`src/rtl/intc_vec.sv`:
```
`default_nettype none
// ============================================================================
// Module      : intc_vec
// Description : Vectored interrupt controller. It synchronises NCH interrupt
//               lines and handles level or edge triggering for each channel.
//               It arbitrates by priority against a threshold and presents one
//               ID to the core through a valid/ready handshake, holding it in
//               service until software writes EOI.
// Revision    : 1.0 - initial release
// ============================================================================
module intc_vec #(
    parameter int DW  = 16,
    parameter int AW  = 13,
    parameter int NCH = 16,
    parameter int PW  = 2,
    parameter int CW  = $clog2(NCH)
) (
    input  logic          clk,
    input  logic          rst,
    input  logic [DW-1:0] din,
    input  logic [AW-1:0] addr,
    input  logic          we,
    output logic [DW-1:0] dout,
    input  logic [NCH-1:0] intp_i,
    output logic          int_vld,
    output logic [CW-1:0] int_id,
    input  logic          int_rdy
);

    localparam logic [AW-1:0] c_addr_ctrl = AW'(0);
    localparam logic [AW-1:0] c_addr_pend = AW'(1);
    localparam logic [AW-1:0] c_addr_eoi  = AW'(2);
    localparam logic [AW-1:0] c_addr_cfg  = AW'(16);

    localparam logic [1:0] c_st_idle = 2'd0;
    localparam logic [1:0] c_st_req  = 2'd1;
    localparam logic [1:0] c_st_serv = 2'd2;

    logic [NCH-1:0] r_s1, r_s2, r_s3;
    logic [NCH-1:0] r_en;
    logic [1:0]     r_trig [NCH];
    logic [PW-1:0]  r_prio [NCH];
    logic [NCH-1:0] r_pend_edge;
    logic           r_gie;
    logic [PW-1:0]  r_thr;
    logic [CW-1:0]  r_act_id;
    logic [1:0]     r_state;
    logic           r_int_vld;
    logic [CW-1:0]  r_int_id;
    logic [DW-1:0]  r_dout;

    logic           w_wr_ctrl, w_wr_pend, w_wr_eoi, w_accept;
    logic [NCH-1:0] w_set, w_clr, w_pending, w_elig;
    logic           w_any;
    logic [CW-1:0]  w_win_id;
    logic [PW-1:0]  w_win_prio;
    logic [DW-1:0]  w_rdata;

    // Bus write strobes and the handshake acceptance condition
    always_comb begin
        w_wr_ctrl = we && (addr == c_addr_ctrl);
        w_wr_pend = we && (addr == c_addr_pend);
        w_wr_eoi  = we && (addr == c_addr_eoi);
        w_accept  = (r_state == c_st_req) && r_int_vld && int_rdy;
    end

    // Per-channel edge detect, pending view, clear conditions and eligibility
    always_comb begin
        w_set     = '0;
        w_clr     = '0;
        w_pending = '0;
        w_elig    = '0;
        for (int n = 0; n < NCH; n++) begin
            // TRIG[0] selects falling over rising in edge modes
            w_set[n] = r_en[n] && r_trig[n][1] &&
                       (r_trig[n][0] ? (!r_s2[n] && r_s3[n]) : (r_s2[n] && !r_s3[n]));
            w_clr[n] = !r_en[n] || (w_wr_pend && din[n]) ||
                       (w_accept && (r_int_id == CW'(n)));
            // Level modes follow s2 directly; TRIG[0]=1 selects active-low
            w_pending[n] = r_trig[n][1] ? r_pend_edge[n]
                                        : (r_en[n] && (r_s2[n] ^ r_trig[n][0]));
            w_elig[n] = w_pending[n] && (r_prio[n] > r_thr);
        end
    end

    // Highest priority wins; strict compare keeps the lowest index on ties
    always_comb begin
        w_any      = 1'b0;
        w_win_id   = '0;
        w_win_prio = '0;
        for (int n = 0; n < NCH; n++) begin
            if (w_elig[n] && (!w_any || (r_prio[n] > w_win_prio))) begin
                w_any      = 1'b1;
                w_win_id   = CW'(n);
                w_win_prio = r_prio[n];
            end
        end
    end

    // Read data multiplexer; unmapped addresses and EOI read as zero
    always_comb begin
        w_rdata = '0;
        if (addr == c_addr_ctrl) begin
            w_rdata[0]       = r_gie;
            w_rdata[1]       = (r_state != c_st_idle);
            w_rdata[4 +: PW] = r_thr;
            w_rdata[8 +: CW] = r_act_id;
        end else if (addr == c_addr_pend) begin
            w_rdata[NCH-1:0] = w_pending;
        end
        for (int n = 0; n < NCH; n++) begin
            if (addr == (c_addr_cfg + AW'(n))) begin
                w_rdata[0]       = r_en[n];
                w_rdata[2:1]     = r_trig[n];
                w_rdata[4 +: PW] = r_prio[n];
            end
        end
    end

    // Three-flop synchroniser chain; s3 only serves edge detection
    always_ff @(posedge clk) begin
        if (rst) begin
            r_s1 <= '0;
            r_s2 <= '0;
            r_s3 <= '0;
        end else begin
            r_s1 <= intp_i;
            r_s2 <= r_s1;
            r_s3 <= r_s2;
        end
    end

    // Edge pending latch; a new edge beats a simultaneous clear
    always_ff @(posedge clk) begin
        if (rst) begin
            r_pend_edge <= '0;
        end else begin
            r_pend_edge <= w_set | (r_pend_edge & ~w_clr);
        end
    end

    // Control and per-channel configuration registers
    always_ff @(posedge clk) begin
        if (rst) begin
            r_gie <= 1'b0;
            r_thr <= '0;
            r_en  <= '0;
            for (int n = 0; n < NCH; n++) begin
                r_trig[n] <= '0;
                r_prio[n] <= '0;
            end
        end else begin
            if (w_wr_ctrl) begin
                r_gie <= din[0];
                r_thr <= din[4 +: PW];
            end
            for (int n = 0; n < NCH; n++) begin
                if (we && (addr == (c_addr_cfg + AW'(n)))) begin
                    r_en[n]   <= din[0];
                    r_trig[n] <= din[2:1];
                    r_prio[n] <= din[4 +: PW];
                end
            end
        end
    end

    // Registered read port; holds during writes
    always_ff @(posedge clk) begin
        if (rst) begin
            r_dout <= '0;
        end else if (!we) begin
            r_dout <= w_rdata;
        end
    end

    // Request/service sequencer with registered handshake outputs
    always_ff @(posedge clk) begin
        if (rst) begin
            r_state   <= c_st_idle;
            r_int_vld <= 1'b0;
            r_int_id  <= '0;
            r_act_id  <= '0;
        end else begin
            case (r_state)
                c_st_idle: begin
                    if (r_gie && w_any) begin
                        r_int_vld <= 1'b1;
                        r_int_id  <= w_win_id;
                        r_state   <= c_st_req;
                    end
                end
                c_st_req: begin
                    if (w_accept) begin
                        r_act_id  <= r_int_id;
                        r_int_vld <= 1'b0;
                        r_state   <= c_st_serv;
                    end else if (w_wr_ctrl && !din[0]) begin
                        r_int_vld <= 1'b0;
                        r_state   <= c_st_idle;
                    end
                end
                c_st_serv: begin
                    if (w_wr_eoi) begin
                        r_state <= c_st_idle;
                    end
                end
                default: begin
                    r_int_vld <= 1'b0;
                    r_state   <= c_st_idle;
                end
            endcase
        end
    end

    assign dout    = r_dout;
    assign int_vld = r_int_vld;
    assign int_id  = r_int_id;

endmodule
`default_nettype wire
```
`config.mk`:
```
export PLATFORM = sky130hd
export DESIGN_NAME = intc_vec
export DESIGN_NICKNAME = d
export VERILOG_FILES = /design/src/rtl/intc_vec.sv
export SDC_FILE = /design/constraint.sdc
export NUM_CORES = 1
export LEC_CHECK = 0
export BUFFER_PORTS_ARGS = -buffer_cell sky130_fd_sc_hd__buf_2
export CAP_MARGIN = 25
export CORE_UTILIZATION = 40
export DETAILED_ROUTE_END_ITERATION = 6
export SLEW_MARGIN = 20
export SYNTH_ARGS = -nofsm -noshare
export SYNTH_HDL_FRONTEND = slang
export SYNTH_SLANG_ARGS = --single-unit
```
`constraint.sdc`:
```
create_clock -name clk -period 16.56 [get_ports clk]
set_input_delay 4.14 -clock clk [delete_from_list [all_inputs] [get_ports clk]]
set_output_delay 4.14 -clock clk [all_outputs]
set_load 0.02 [all_outputs]
```
==> Implementation_results.wiki <==
{| class="wikitable"
! Metric !! Value
|-
| Number of standard cells in the layout, taps in and fillers out || 1,626
|-
| Vias in the first global route || 8,521
|-
| Final ANT Viol Nets || 0
|-
| Leak pwr || 4.85 nW
|-
| Initial detailed-routing violation count || 758
|-
| First-pass GRT wire length || 47,200 um
|-
| Number of violations of the max-capacitance limit || 0
|-
| Footprint of the multi-input gates || 0.00583 sq mm
|-
| Via count normalized by instance count || 5.55
|-
| Starting density of the core || 40.7%
|-
| Final period demand of the worst path || 17.41 ns
|-
| Cell seen most often among critical-path stages || ha_4
|-
| CTS buffer count || 17
|-
| Hold_ws || 0.431 ns
|-
| Required time of the critical path || 16.88 ns
|-
| Placed Cells incl. Taps || 1,537
|-
| Hold/Removal Path Class || flop to flop
|-
| Worst setup margin || -0.853 ns
|-
| GPL Wtd Cong || 0.900
|-
| Vias post-DR || 9,023
|-
| Drt total wl || 30,600 um
|-
| Count of warnings emitted by yosys || 0
|-
| Total I/O pin count || 70
|-
| Share of the yosys chip area belonging to registers || 41.9%
|-
| Largest net degree at the start of global routing || 69
|-
| Final nets || 1,392
|-
| CP Class || flop to flop
|-
| Worst-path maximum fanout || 6
|-
| CP max stage cell || a221o_1
|-
| Total power per unit cell area || 75.8 mW/mm^2
|-
| Result of the run || complete, but fails checks
|-
| Post-route cell area || 0.0124 sq mm
|-
| Layout area overhead || 25.9%
|-
| Number of cells produced by synthesis || 1,121
|-
| Kind of capture point of the worst setup path || flop
|-
| Cell at the root of the clock tree || clkbuf_16
|-
| RSZ-0062 raised after global routing || true
|-
| Worst slew slack as a fraction of its limit || 26.7%
|-
| Number of distinct library cells after synthesis || 81
|-
| Post-placement cell area || 0.0111 sq mm
|-
| X dimension of the die || 159 um
|-
| Insertion delay to the later sink of the worst-skew pair || 0.43 ns
|-
| Clock Tree Buf Depth || 2
|-
| Nets in the synthesized netlist || 1,225
|-
| #FFs+latches synth || 174
|-
| Peak VDD IR || 0.0733 mV
|-
| Count of clock tree sinks || 174
|-
| Setup-violating endpoint count in the final report || 4
|-
| Filler cell count in the final layout || 2,232
|-
| Violations in the final reports || negative setup slack
|-
| Most frequently used flop master after synthesis || dfxtp_1
|-
| Clock Pin Slew Worst Setup and Hold Paths || 0.07 ns
|-
| Hold violation count in the final report || 0
|-
| Average detailed-routed wire length per instance || 18.8 um
|-
| Number of port buffers || 69
|-
| Share of the clock period used by the worst path after layout || 105%
|-
| Largest stage delay on the critical path || 0.40 ns
|-
| FF/Latch Area || 0.00413 sq mm
|-
| Transition at the pin with the smallest max-transition slack || 1.09 ns
|-
| Count of flip-flops with a built-in enable after synthesis || 64
|-
| CTS tree || yes
|-
| WP data arrival || 17.73 ns
|-
| Router iterations before antenna repair || 6
|-
| Row count || 57
|-
| Total Routing Usage GR || 24.0%
|-
| Number of H-tree branching levels || 4
|-
| Placeable core region || 0.0242 sq mm
|-
| Setup WS pre-CTS || -1.17 ns
|-
| Fraction of layout cells with a size suffix above 1 || 25.1%
|-
| Synthesized area per cell || 8.77 sq um
|-
| DRC violation count after routing || 0
|-
| Initial antenna violation count || 1
|-
| Global-route congestion overflow total || 0
|-
| Total power draw || 0.938 mW
|-
| Die Footprint || 0.0252 sq mm
|-
| Length in cells of the worst reg-to-reg path || 105
|-
| Floorplan die height || 159 um
|-
| Worst-case clock skew || 0.00817 ns
|-
| Achievable frequency || 57.4 MHz
|-
| Kind of launch point of the worst setup path || flop
|-
| Post-synth design cell area || 0.00983 sq mm
|-
| Hold Path Depth || 1
|-
| Fraction of registers with async set or reset after synthesis || 0%
|-
| Number of max-slew violations in the final report || 0
|-
| DPL Wire Length || 22,200 um
|}
## kinds of logic after synthesis
| logic type | count (synthesis) | synth area share [%] |
|---|---|---|
| AO/OA/AOI/OAI | 258 | 18.1 |
| XOR/XNOR | 16 | 1.43 |
| adder cells (fa/ha/maj) | 56 | 7.11 |
| buffers and inverters | 96 | 3.70 |
| flip-flops | 174 | 41.9 |
| multiplexers | 25 | 3.31 |
| AND/OR/NAND/NOR | 496 | 24.4 |
## cells in the mapped netlist, types with 13 or more instances
cell type,instances,area [sq um]
mux2i_1,13,130
dfxtp_1,110,2200
a32oi_1,18,158
o21a_1,13,97.6
nor2b_1,77,482
o21ai_0,44,220
nor2_1,145,544
ha_1,55,688
inv_1,56,210
nor3b_1,17,128
nand3_1,29,145
nand2b_1,28,175
edfxtp_1,64,1920
nand2_1,144,541
a21oi_1,70,350
a22oi_1,19,143
nor3_1,18,90.1
clkbuf_1,34,128
## through the flow
stage / setup TNS, ns / util (%)
floorplan: -2.74 / -
global placement: -2.15 / 46.1
detailed placement: -4.52 / 46.1
CTS: -3.38 / 50.2
global route: -7.09 / 51.2
finish: -3.30 / 51.2
## worst paths after layout
| path | from | endpoint | slack (ns) |
|---|---|---|---|
| hold / removal | r_s1[1] | r_s2[1] | 0.43 |
| hold reg to reg | r_s1[1] | r_s2[1] | 0.43 |
| setup / recovery | r_thr[1] | int_id[3] | -0.85 |
| setup reg to reg | r_thr[1] | int_id[3] | -0.85 |
## layout make-up
cell class	instances	area share (%)
Multi-Input combinational cell	851	47.1
Sequential cell	174	33.3
Timing Repair Buffer	188	10.1
Clock buffer	23	3.78
Tap cell	324	3.28
Inverter	56	1.73
Clock inverter	9	0.687
Antenna cell	1	0.0202
## registers in the layout (all words and copies together), names as in the netlist
| signal | cells |
|---|---|
| int_id | 4 |
| r_trig | 32 |
| int_vld | 1 |
| r_s2 | 16 |
| r_pend_edge | 16 |
| r_thr | 2 |
| r_s3 | 16 |
| r_gie | 1 |
| r_state | 2 |
| dout | 16 |
| r_prio | 32 |
| r_act_id | 4 |
| r_en | 16 |
| r_s1 | 16 |
## layer usage
metal	vias to the layer above	track usage, %	routed length (um)	share of wire (%)
li1	4330	-	-	-
met5	-	0	0	0
met3	53	3.34	1850	6.1
met1	4300	32.5	13900	45
met4	0	8.69	817	2.7
met2	340	39.0	14000	46
## power by group
part	internal (mW)	total (mW)	switching [mW]	leakage (nW)
Sequential	0.459	0.474	0.0155	1.51
Clock	0.216	0.385	0.170	0.272
Combinational	0.0323	0.0788	0.0465	3.07
## placed cells by master, fill, tap and decap left out, types with 6 or more instances in the layout
master     count
nand2_1      138
nor2_1       134
buf_4        119
dfxtp_1      109
nor2b_1       71
buf_2         68
edfxtp_1      64
a21oi_1       61
inv_1         49
ha_1          41
o21ai_0       38
nand3_1       29
nand2b_1      27
a22oi_1       18
nor3_1        17
a32oi_1       17
nor3b_1       17
clkbuf_16     17
mux2i_1       13
ha_4          13
o21a_1        11
xor2_1        11
o21ai_1       10
a21oi_2       10
a221oi_1       9
a211oi_1       8
nand2_2        8
nor2_2         7
o22ai_1        6
inv_2          6
## worst max-delay path: cells and delay by family (launching register included)
family / cells / cell delay, ns
adders and majority gates: 17 / 4.36
DFF: 1 / 0.35
muxes: 2 / 0.64
buffers and inverters: 6 / 0.45
and+or+nand+nor: 30 / 3.69
AOI/OAI and AO/OA: 50 / 7.79
## what timing repair did
action	CTS	global route
setup buffers	49	9
endpoints found under the hold margin	0	0
pin swaps	56	42
hold buffers	0	0
gates resized for setup	19	41
endpoints found under the setup margin	4	4
Power figures use the tool's default switching activity.
